<file path="src/rtl/toy_bus_arb_node_ack_rr2.sv">
// 2:1 round-robin ack arbiter node.
// Merges two ack sources into a 2-entry registered output buffer.
module toy_bus_arb_node_ack_rr2 #(
  parameter int DATA_W = 256,
  parameter int SB_W   = 32,
  parameter int ID_W   = 4
) (
  input  logic              clk,
  input  logic              rst,
  input  logic              in0_vld,
  output logic              in0_rdy,
  input  logic              in0_opcode,
  input  logic [DATA_W-1:0] in0_data,
  input  logic [SB_W-1:0]   in0_sideband,
  input  logic [ID_W-1:0]   in0_src_id,
  input  logic [ID_W-1:0]   in0_tgt_id,
  input  logic              in1_vld,
  output logic              in1_rdy,
  input  logic              in1_opcode,
  input  logic [DATA_W-1:0] in1_data,
  input  logic [SB_W-1:0]   in1_sideband,
  input  logic [ID_W-1:0]   in1_src_id,
  input  logic [ID_W-1:0]   in1_tgt_id,
  output logic              out0_vld,
  input  logic              out0_rdy,
  output logic              out0_opcode,
  output logic [DATA_W-1:0] out0_data,
  output logic [SB_W-1:0]   out0_sideband,
  output logic [ID_W-1:0]   out0_src_id,
  output logic [ID_W-1:0]   out0_tgt_id
);

  logic [1:0]        r_cnt;
  logic              r_wr_ptr;
  logic              r_rd_ptr;
  logic              r_last_gnt;

  logic              r_opc [2];
  logic [DATA_W-1:0] r_data [2];
  logic [SB_W-1:0]   r_sb [2];
  logic [ID_W-1:0]   r_src [2];
  logic [ID_W-1:0]   r_tgt [2];

  logic              w_can_acc;
  logic              w_pick;
  logic              w_push;
  logic              w_pop;

  logic              w_opc;
  logic [DATA_W-1:0] w_data;
  logic [SB_W-1:0]   w_sb;
  logic [ID_W-1:0]   w_src;
  logic [ID_W-1:0]   w_tgt;

  // Acceptance depends on buffer occupancy only, never on out0_rdy.
  assign w_can_acc = (r_cnt != 2'd2);

  // Round-robin pick; with no requester the idle pick shows priority.
  always_comb begin
    w_pick = ~r_last_gnt;
    if (in0_vld && !in1_vld)
      w_pick = 1'b0;
    else if (in1_vld && !in0_vld)
      w_pick = 1'b1;
  end

  assign in0_rdy = w_can_acc && !w_pick;
  assign in1_rdy = w_can_acc && w_pick;

  assign w_push = w_pick ? (in1_vld && in1_rdy)
                         : (in0_vld && in0_rdy);
  assign w_pop  = out0_vld && out0_rdy;

  // Payload of the granted source.
  always_comb begin
    w_opc  = in0_opcode;
    w_data = in0_data;
    w_sb   = in0_sideband;
    w_src  = in0_src_id;
    w_tgt  = in0_tgt_id;
    if (w_pick) begin
      w_opc  = in1_opcode;
      w_data = in1_data;
      w_sb   = in1_sideband;
      w_src  = in1_src_id;
      w_tgt  = in1_tgt_id;
    end
  end

  // Pointers, occupancy and round-robin state.
  always_ff @(posedge clk) begin
    if (rst) begin
      r_cnt      <= 2'd0;
      r_wr_ptr   <= 1'b0;
      r_rd_ptr   <= 1'b0;
      r_last_gnt <= 1'b1;
    end else begin
      if (w_push) begin
        r_wr_ptr   <= ~r_wr_ptr;
        r_last_gnt <= w_pick;
      end
      if (w_pop)
        r_rd_ptr <= ~r_rd_ptr;
      if (w_push && !w_pop)
        r_cnt <= r_cnt + 2'd1;
      else if (w_pop && !w_push)
        r_cnt <= r_cnt - 2'd1;
    end
  end

  // Buffer entries; written at wr_ptr on push.
  always_ff @(posedge clk) begin
    if (rst) begin
      for (int i = 0; i < 2; i++) begin
        r_opc[i]  <= 1'b0;
        r_data[i] <= '0;
        r_sb[i]   <= '0;
        r_src[i]  <= '0;
        r_tgt[i]  <= '0;
      end
    end else if (w_push) begin
      r_opc[r_wr_ptr]  <= w_opc;
      r_data[r_wr_ptr] <= w_data;
      r_sb[r_wr_ptr]   <= w_sb;
      r_src[r_wr_ptr]  <= w_src;
      r_tgt[r_wr_ptr]  <= w_tgt;
    end
  end

  assign out0_vld      = (r_cnt != 2'd0);
  assign out0_opcode   = r_opc[r_rd_ptr];
  assign out0_data     = r_data[r_rd_ptr];
  assign out0_sideband = r_sb[r_rd_ptr];
  assign out0_src_id   = r_src[r_rd_ptr];
  assign out0_tgt_id   = r_tgt[r_rd_ptr];

endmodule

</file>
<file path="config.mk">
export PLATFORM = sky130hd
export DESIGN_NAME = toy_bus_arb_node_ack_rr2
export DESIGN_NICKNAME = d
export VERILOG_FILES = /design/src/rtl/toy_bus_arb_node_ack_rr2.sv
export SDC_FILE = /design/constraint.sdc
export NUM_CORES = 1
export LEC_CHECK = 0
export CELL_PAD_IN_SITES_DETAIL_PLACEMENT = 1
export CELL_PAD_IN_SITES_GLOBAL_PLACEMENT = 2
export CORE_AREA = 2 2 351 353
export DETAILED_ROUTE_END_ITERATION = 8
export DIE_AREA = 0 0 353 355
export PLACE_DENSITY_LB_ADDON = 0.15
export SLEW_MARGIN = 40
export SYNTH_ARGS = -nofsm -noshare
export SYNTH_HDL_FRONTEND = slang
export SYNTH_SLANG_ARGS = --single-unit
</file>
<file path="constraint.sdc">
create_clock -name clk -period 8.7 [get_ports clk]
set_input_delay 1.74 -clock clk [delete_from_list [all_inputs] [get_ports clk]]
set_output_delay 1.74 -clock clk [all_outputs]
set_load 0.02 [all_outputs]
</file>
=== Word level (Yosys, flattened, before mapping) ===
Memory sizes are Yosys's and may differ from the RTL's. A register that Yosys moved wholly into a read port is not among the register bits.
Cells that the tools add are included.

* Add/sub/neg operators: 2
* Equal/unequal tests: 1
* Mux-type cells: 40
* Bitwise operators: 3
* Reductions and logical operators: 21

{| class="wikitable"
|+ Operator list
! operator !! number
|-
| $mux 256 || 2
|-
| $reduce_or 256->1 || 1
|-
| $mux 32 || 2
|-
| $reduce_or 32->1 || 1
|-
| $mux 1 || 30
|-
| $mux 4 || 4
|-
| $logic_and 1x1->1 || 9
|-
| $reduce_or 4->1 || 2
|-
| $logic_not 1->1 || 5
|-
| $mux 2 || 2
|-
| $reduce_bool 2->1 || 2
|-
| $not 1->1 || 3
|-
| $add 2x1->2 const B || 1
|-
| $ne 2x2->1 const B || 1
|-
| $sub 2x1->2 const B || 1
|-
| $reduce_or 1->1 || 1
|}

* Bits in registers: 5
* RAM bits: 594
* Input port bits: 599
* Output and inout bits: 300
* Word-level logic and storage cells: 76
* Memories kept: 5

{| class="wikitable"
|+ Memory list
! memory !! depth !! width !! read ports !! clocked after Yosys merged registers in !! wr ports !! RTL line !! source
|-
| r_data || 2 || 256 || 1 || 1 || 2 || 39 || <nowiki>logic [DATA_W-1:0] r_data [2];</nowiki>
|-
| r_sb || 2 || 32 || 1 || 1 || 2 || 40 || <nowiki>logic [SB_W-1:0] r_sb [2];</nowiki>
|-
| r_src || 2 || 4 || 1 || 1 || 2 || 41 || <nowiki>logic [ID_W-1:0] r_src [2];</nowiki>
|-
| r_tgt || 2 || 4 || 1 || 1 || 2 || 42 || <nowiki>logic [ID_W-1:0] r_tgt [2];</nowiki>
|-
| r_opc || 2 || 1 || 1 || 1 || 2 || 38 || <nowiki>logic r_opc [2];</nowiki>
|}

=== Depth between registers and ports, before layout ===
* Word-level depth: 13
* Mapped depth: 6
* Mapped depth without buffers: 6

=== Worst setup path after synthesis ===
OpenSTA, ideal clock, no wires.

* Kind: in2reg
* Start point: in in1_vld
* End point: mem r_data[1][0] (enable)
* Library setup time: 2.229 ns
* Data arrival time: 7.238 ns
* Required time: 6.471 ns
* Slack: -0.767 ns
* Stages on the path: 4
* Path buffers: 2
* Path through: o2111ai_1 > buf_2 > buf_1 > nand2_1

{| class="wikitable"
|+ RTL lines
! element !! RTL line !! source
|-
| from (decl) || 17 || <nowiki>input logic in1_vld,</nowiki>
|-
| to (decl) || 39 ||
|}

=== Worst setup path after layout ===
* Start point: in in0_vld
* End point: out in0_rdy

* Cells in the longest elaborated chain, start to end: 6
* Elaborated cells between the ends (all ways): 7
* Those cells by class: mux: 2; reduce/logical: 5

{| class="wikitable"
|+ RTL lines
! element !! RTL line !! source
|-
| from (decl) || 10 || <nowiki>input logic in0_vld,</nowiki>
|-
| $logic_not 1->1 || 63 || <nowiki>else if (in1_vld && !in0_vld)</nowiki>
|-
| $logic_and 1x1->1 || 63 ||
|-
| $mux 1 || 63 ||
|-
| $mux 1 (*) || 61 || <nowiki>if (in0_vld && !in1_vld)</nowiki>
|-
| $logic_not 1->1 (*) || 67 || <nowiki>assign in0_rdy = w_can_acc && !w_pick;</nowiki>
|-
| $logic_and 1x1->1 (*) || 67 ||
|-
| to (decl) || 11 || <nowiki>output logic in0_rdy,</nowiki>
|}

Every way passes the cells marked *; elsewhere a longest branch is shown, timed or not.

==> flow_results.xml <==
<?xml version="1.0" encoding="UTF-8"?>
<metrics>
  <group name="status">
    <metric name="outcome" unit="">finished clean</metric>
  </group>
  <group name="grt">
    <metric name="grt_overflow_total" unit="">0</metric>
    <metric name="initial_antenna_violation_count" unit="">71</metric>
    <metric name="grt_pass1_vias" unit="">29140</metric>
    <metric name="grt_start_max_net_pins" unit="">142</metric>
    <metric name="wire_length_of_the_first_global_routing_pass" unit="µm">204800</metric>
    <metric name="grtUsageTotal" unit="">0.2184</metric>
  </group>
  <group name="critical_path">
    <metric name="regToRegEndpoint" unit="">r_data[1][221]$_SDFFCE_PN0P_</metric>
    <metric name="reg2reg_slack" unit="ps">5520</metric>
    <metric name="crit_cells" unit="">5</metric>
    <metric name="critPathCaptureType" unit="">output pin</metric>
    <metric name="cp_data_required_time" unit="ps">6960</metric>
    <metric name="max_stage_delay" unit="ps">740</metric>
    <metric name="critPathMaxFanout" unit="">39</metric>
    <metric name="critPathLaunch" unit="">in0_vld</metric>
    <metric name="worst_setup_path_start_kind" unit="">input port</metric>
    <metric name="critical-path-top-delay-family" unit="">buffers and inverters</metric>
    <metric name="setup.worst_path.class" unit="">in -&gt; out</metric>
    <metric name="timing.critical_path.buf_inv" unit="">2</metric>
    <metric name="timing.critical_path.mode_cell" unit="">sky130_fd_sc_hd__clkdlybuf4s50_1</metric>
    <metric name="crit-reg2reg-launch" unit="">r_cnt[0]$_SDFFE_PP0P_</metric>
    <metric name="timing.critical_path.slowest_stage_cell" unit="">sky130_fd_sc_hd__clkdlybuf4s50_1</metric>
    <metric name="crit_chain" unit="">clkdlybuf4s50_1, nand2b_4, o21ai_0, nor2_1, clkdlybuf4s50_1</metric>
    <metric name="r2r_cells" unit="">7</metric>
    <metric name="worstPathArrival" unit="ps">4150</metric>
  </group>
  <group name="synthesis">
    <metric name="synthesis.area" unit="µm²">32930</metric>
    <metric name="mappedNetlistNets" unit="">3313</metric>
    <metric name="syn_area_per_cell" unit="µm²">12.14</metric>
    <metric name="yosysWarnings" unit="">0</metric>
    <metric name="synth.ff_latch_count" unit="">600</metric>
    <metric name="most_used_flip_flop_cell_after_synthesis" unit="">sky130_fd_sc_hd__edfxtp_1</metric>
    <metric name="synth_async_sr_flop_share" unit="">0</metric>
    <metric name="synth_enable_flop_cells" unit="">594</metric>
    <metric name="synthesis.instances" unit="">2713</metric>
    <metric name="post_synth_num_cell_types" unit="">26</metric>
    <metric name="yosysSeqAreaShare" unit="">0.5453</metric>
  </group>
  <group name="drt">
    <metric name="postRouteWirelength" unit="µm">142700</metric>
    <metric name="drc" unit="">0</metric>
    <metric name="vias_per_cell" unit="">5.245</metric>
    <metric name="detailedRoute.firstIterationViolations" unit="">1562</metric>
    <metric name="drt_pass1_iterations" unit="">5</metric>
    <metric name="detail_route.wl_per_cell" unit="µm">27.59</metric>
    <metric name="detailroute.via_count" unit="">27120</metric>
    <metric name="antenna_violating_nets_post_route" unit="">0</metric>
  </group>
  <group name="pwr">
    <metric name="cellLeakagePower" unit="nW">15.08</metric>
    <metric name="power.density" unit="nW/µm²">264.0</metric>
    <metric name="irDropWorstVdd" unit="mV">0.1583</metric>
  </group>
  <group name="sta">
    <metric name="maxClockFrequency" unit="MHz">169.6</metric>
    <metric name="timing.slew.headroom" unit="">0.4292</metric>
    <metric name="timing_max_transition_violations_final" unit="">0</metric>
    <metric name="rsz0062_at_grt" unit="">false</metric>
    <metric name="clk_skew" unit="ps">25.11</metric>
    <metric name="timing.final.crit_share" unit="">0.6776</metric>
    <metric name="finalCriticalPeriod" unit="ps">5895</metric>
    <metric name="setup_total_negative_slack" unit="ps">0</metric>
    <metric name="hold_viol" unit="">0</metric>
    <metric name="max_slew.worst_pin.slew" unit="ps">856.1</metric>
    <metric name="setup-violations-final" unit="">0</metric>
  </group>
  <group name="floorplanning">
    <metric name="chipWidth" unit="µm">353</metric>
    <metric name="number_of_core_rows" unit="">128</metric>
    <metric name="design.die.area" unit="µm²">125300</metric>
    <metric name="chipHeight" unit="µm">355</metric>
    <metric name="initial_core_util" unit="">0.2713</metric>
    <metric name="core_area" unit="µm²">121400</metric>
    <metric name="top_level_pins" unit="">899</metric>
  </group>
  <group name="clock_network">
    <metric name="setup_fix_bufs_post_cts" unit="">0</metric>
    <metric name="ctsLongestPathBuffers" unit="">3</metric>
    <metric name="clock-root-buffer" unit="">sky130_fd_sc_hd__clkbuf_16</metric>
    <metric name="clkLatencyLatePin" unit="ps">630</metric>
    <metric name="cts_repair_resize_count" unit="">0</metric>
    <metric name="tritoncts" unit="">yes</metric>
    <metric name="cts-htree-levels" unit="">3</metric>
    <metric name="clock_buffers_created_by_tritoncts" unit="">79</metric>
    <metric name="clock_sink_count" unit="">600</metric>
    <metric name="clkSlewWorstSetupHoldPaths" unit="ps">50</metric>
    <metric name="cts_hold_buffers" unit="">0</metric>
  </group>
  <group name="min_path">
    <metric name="hold_path.class" unit="">reg -&gt; reg</metric>
    <metric name="min_path_cells" unit="">2</metric>
    <metric name="hold_path_startpoint" unit="">r_rd_ptr$_SDFFE_PP0P_</metric>
  </group>
  <group name="cells_and_area">
    <metric name="layout.cells.most_common_list" unit="">sky130_fd_sc_hd__clkdlybuf4s50_1, sky130_fd_sc_hd__edfxtp_1, sky130_fd_sc_hd__a21oi_1</metric>
    <metric name="post-route-util" unit="">0.3791</metric>
    <metric name="final_common_cell" unit="">sky130_fd_sc_hd__clkdlybuf4s50_1</metric>
    <metric name="layout-area-overhead-vs-synth" unit="%">39.76</metric>
    <metric name="finalNetCount" unit="">4049</metric>
    <metric name="share_of_cells_above_drive_strength_1" unit="">0.1901</metric>
  </group>
  <group name="flow_run">
    <metric name="drv_cap" unit="">0</metric>
  </group>
  <group name="place">
    <metric name="portbufs" unit="">898</metric>
    <metric name="finalWeightedCongestion" unit="">0.7876</metric>
    <metric name="post-dp-hpwl" unit="µm">92320</metric>
  </group>
</metrics>
[worst min-delay path, delay by kind of cell, from the launching register on]
family	cells	cell delay [ps]
flip-flops	1	320
XOR/XNOR	1	80
AND/OR/NAND/NOR	1	70
[layout make-up]
class                   count  area, µm²
diodes                     38      95.09
clock buffers              96       2041
clock inverters            44      286.5
fillers                 13040      75370
inverters                   1      3.754
multi-input cells        1815      13660
flip-flops and latches    600      17960
well taps                1625       2033
repair buffers            952       9940
[Yosys cell counts, drive strengths merged, types with 5 or more instances]
| master | count | area share |
|---|---|---|
| a21oi | 597 | 0.11 |
| a22oi | 297 | 0.068 |
| buf | 130 | 0.023 |
| clkbuf | 167 | 0.019 |
| dfxtp | 6 | 0.0036 |
| edfxtp | 594 | 0.54 |
| mux2 | 297 | 0.10 |
| nor2 | 6 | 0.00068 |
| nor2b | 300 | 0.057 |
| o211ai | 297 | 0.068 |
| o21ai | 5 | 0.00076 |
[metrics by stage]
step           instance area, µm²  total power [mW]  hold slack [ps]  cells  worst slack (ps)
2_1_floorplan               32940             6.855            464.3   2713              2267
3_3_place_gp                43060             9.095            485.8   4971              2373
3_5_place_dp                43530             9.222            502.7   4990              2792
4_1_cts                     45850             12.32            518.8   5130              2787
5_1_grt                     46020             12.70            589.2   5167              2711
6_report                    46030             12.15            512.0   5171              2805
[state kept, by name, indices dropped and copies added, names as in the netlist, named ones only]
signal and count:
r_data 512, r_cnt 2, r_last_gnt 1, r_src 8, r_tgt 8, r_wr_ptr 1, r_sb 64, r_opc 2
r_rd_ptr 1
[kinds of logic (layout without fill, tap and decap cells)]
logic type	Yosys count	count (layout)	share of synthesized area
AOI/OAI and AO/OA	1197	1197	0.2500
DFF	600	600	0.5453
and+or+nand+nor	317	317	0.05965
buffers and inverters	298	1093	0.04240
muxes	297	297	0.1016
xor gates and xnor gates	3	3	0.0007980
adders and majority gates	1	1	0.0003799
other	0	38	0
[layer usage]
metal / global-route usage / vias to the layer above / wire length (µm)
met5: 0 / - / 341
met4: 0.07923 / 54 / 4297
met3: 0.06908 / 215 / 10620
met2: 0.3786 / 849 / 71370
met1: 0.2525 / 13810 / 56030
li1: - / 12190 / -
[how the worst max path moves through the flow]
stage | end | slack [ps]
floorplan | r_data[1][0]$_SDFFCE_PN0P_ | 2270
global placement | in0_rdy | 2370
detailed placement | in0_rdy | 2790
CTS | in0_rdy | 2790
global route | in0_rdy | 2710
finish | in0_rdy | 2810
[report_power, final]
part           internal [mW]  switching [mW]  total (mW)
Sequential              3.90           0.165        4.07
Combinational           2.20            2.86        5.06
Clock                   1.72            1.30        3.03
Total                   7.82            4.33        12.2
No activity file was read; power rests on OpenSTA's default activity.
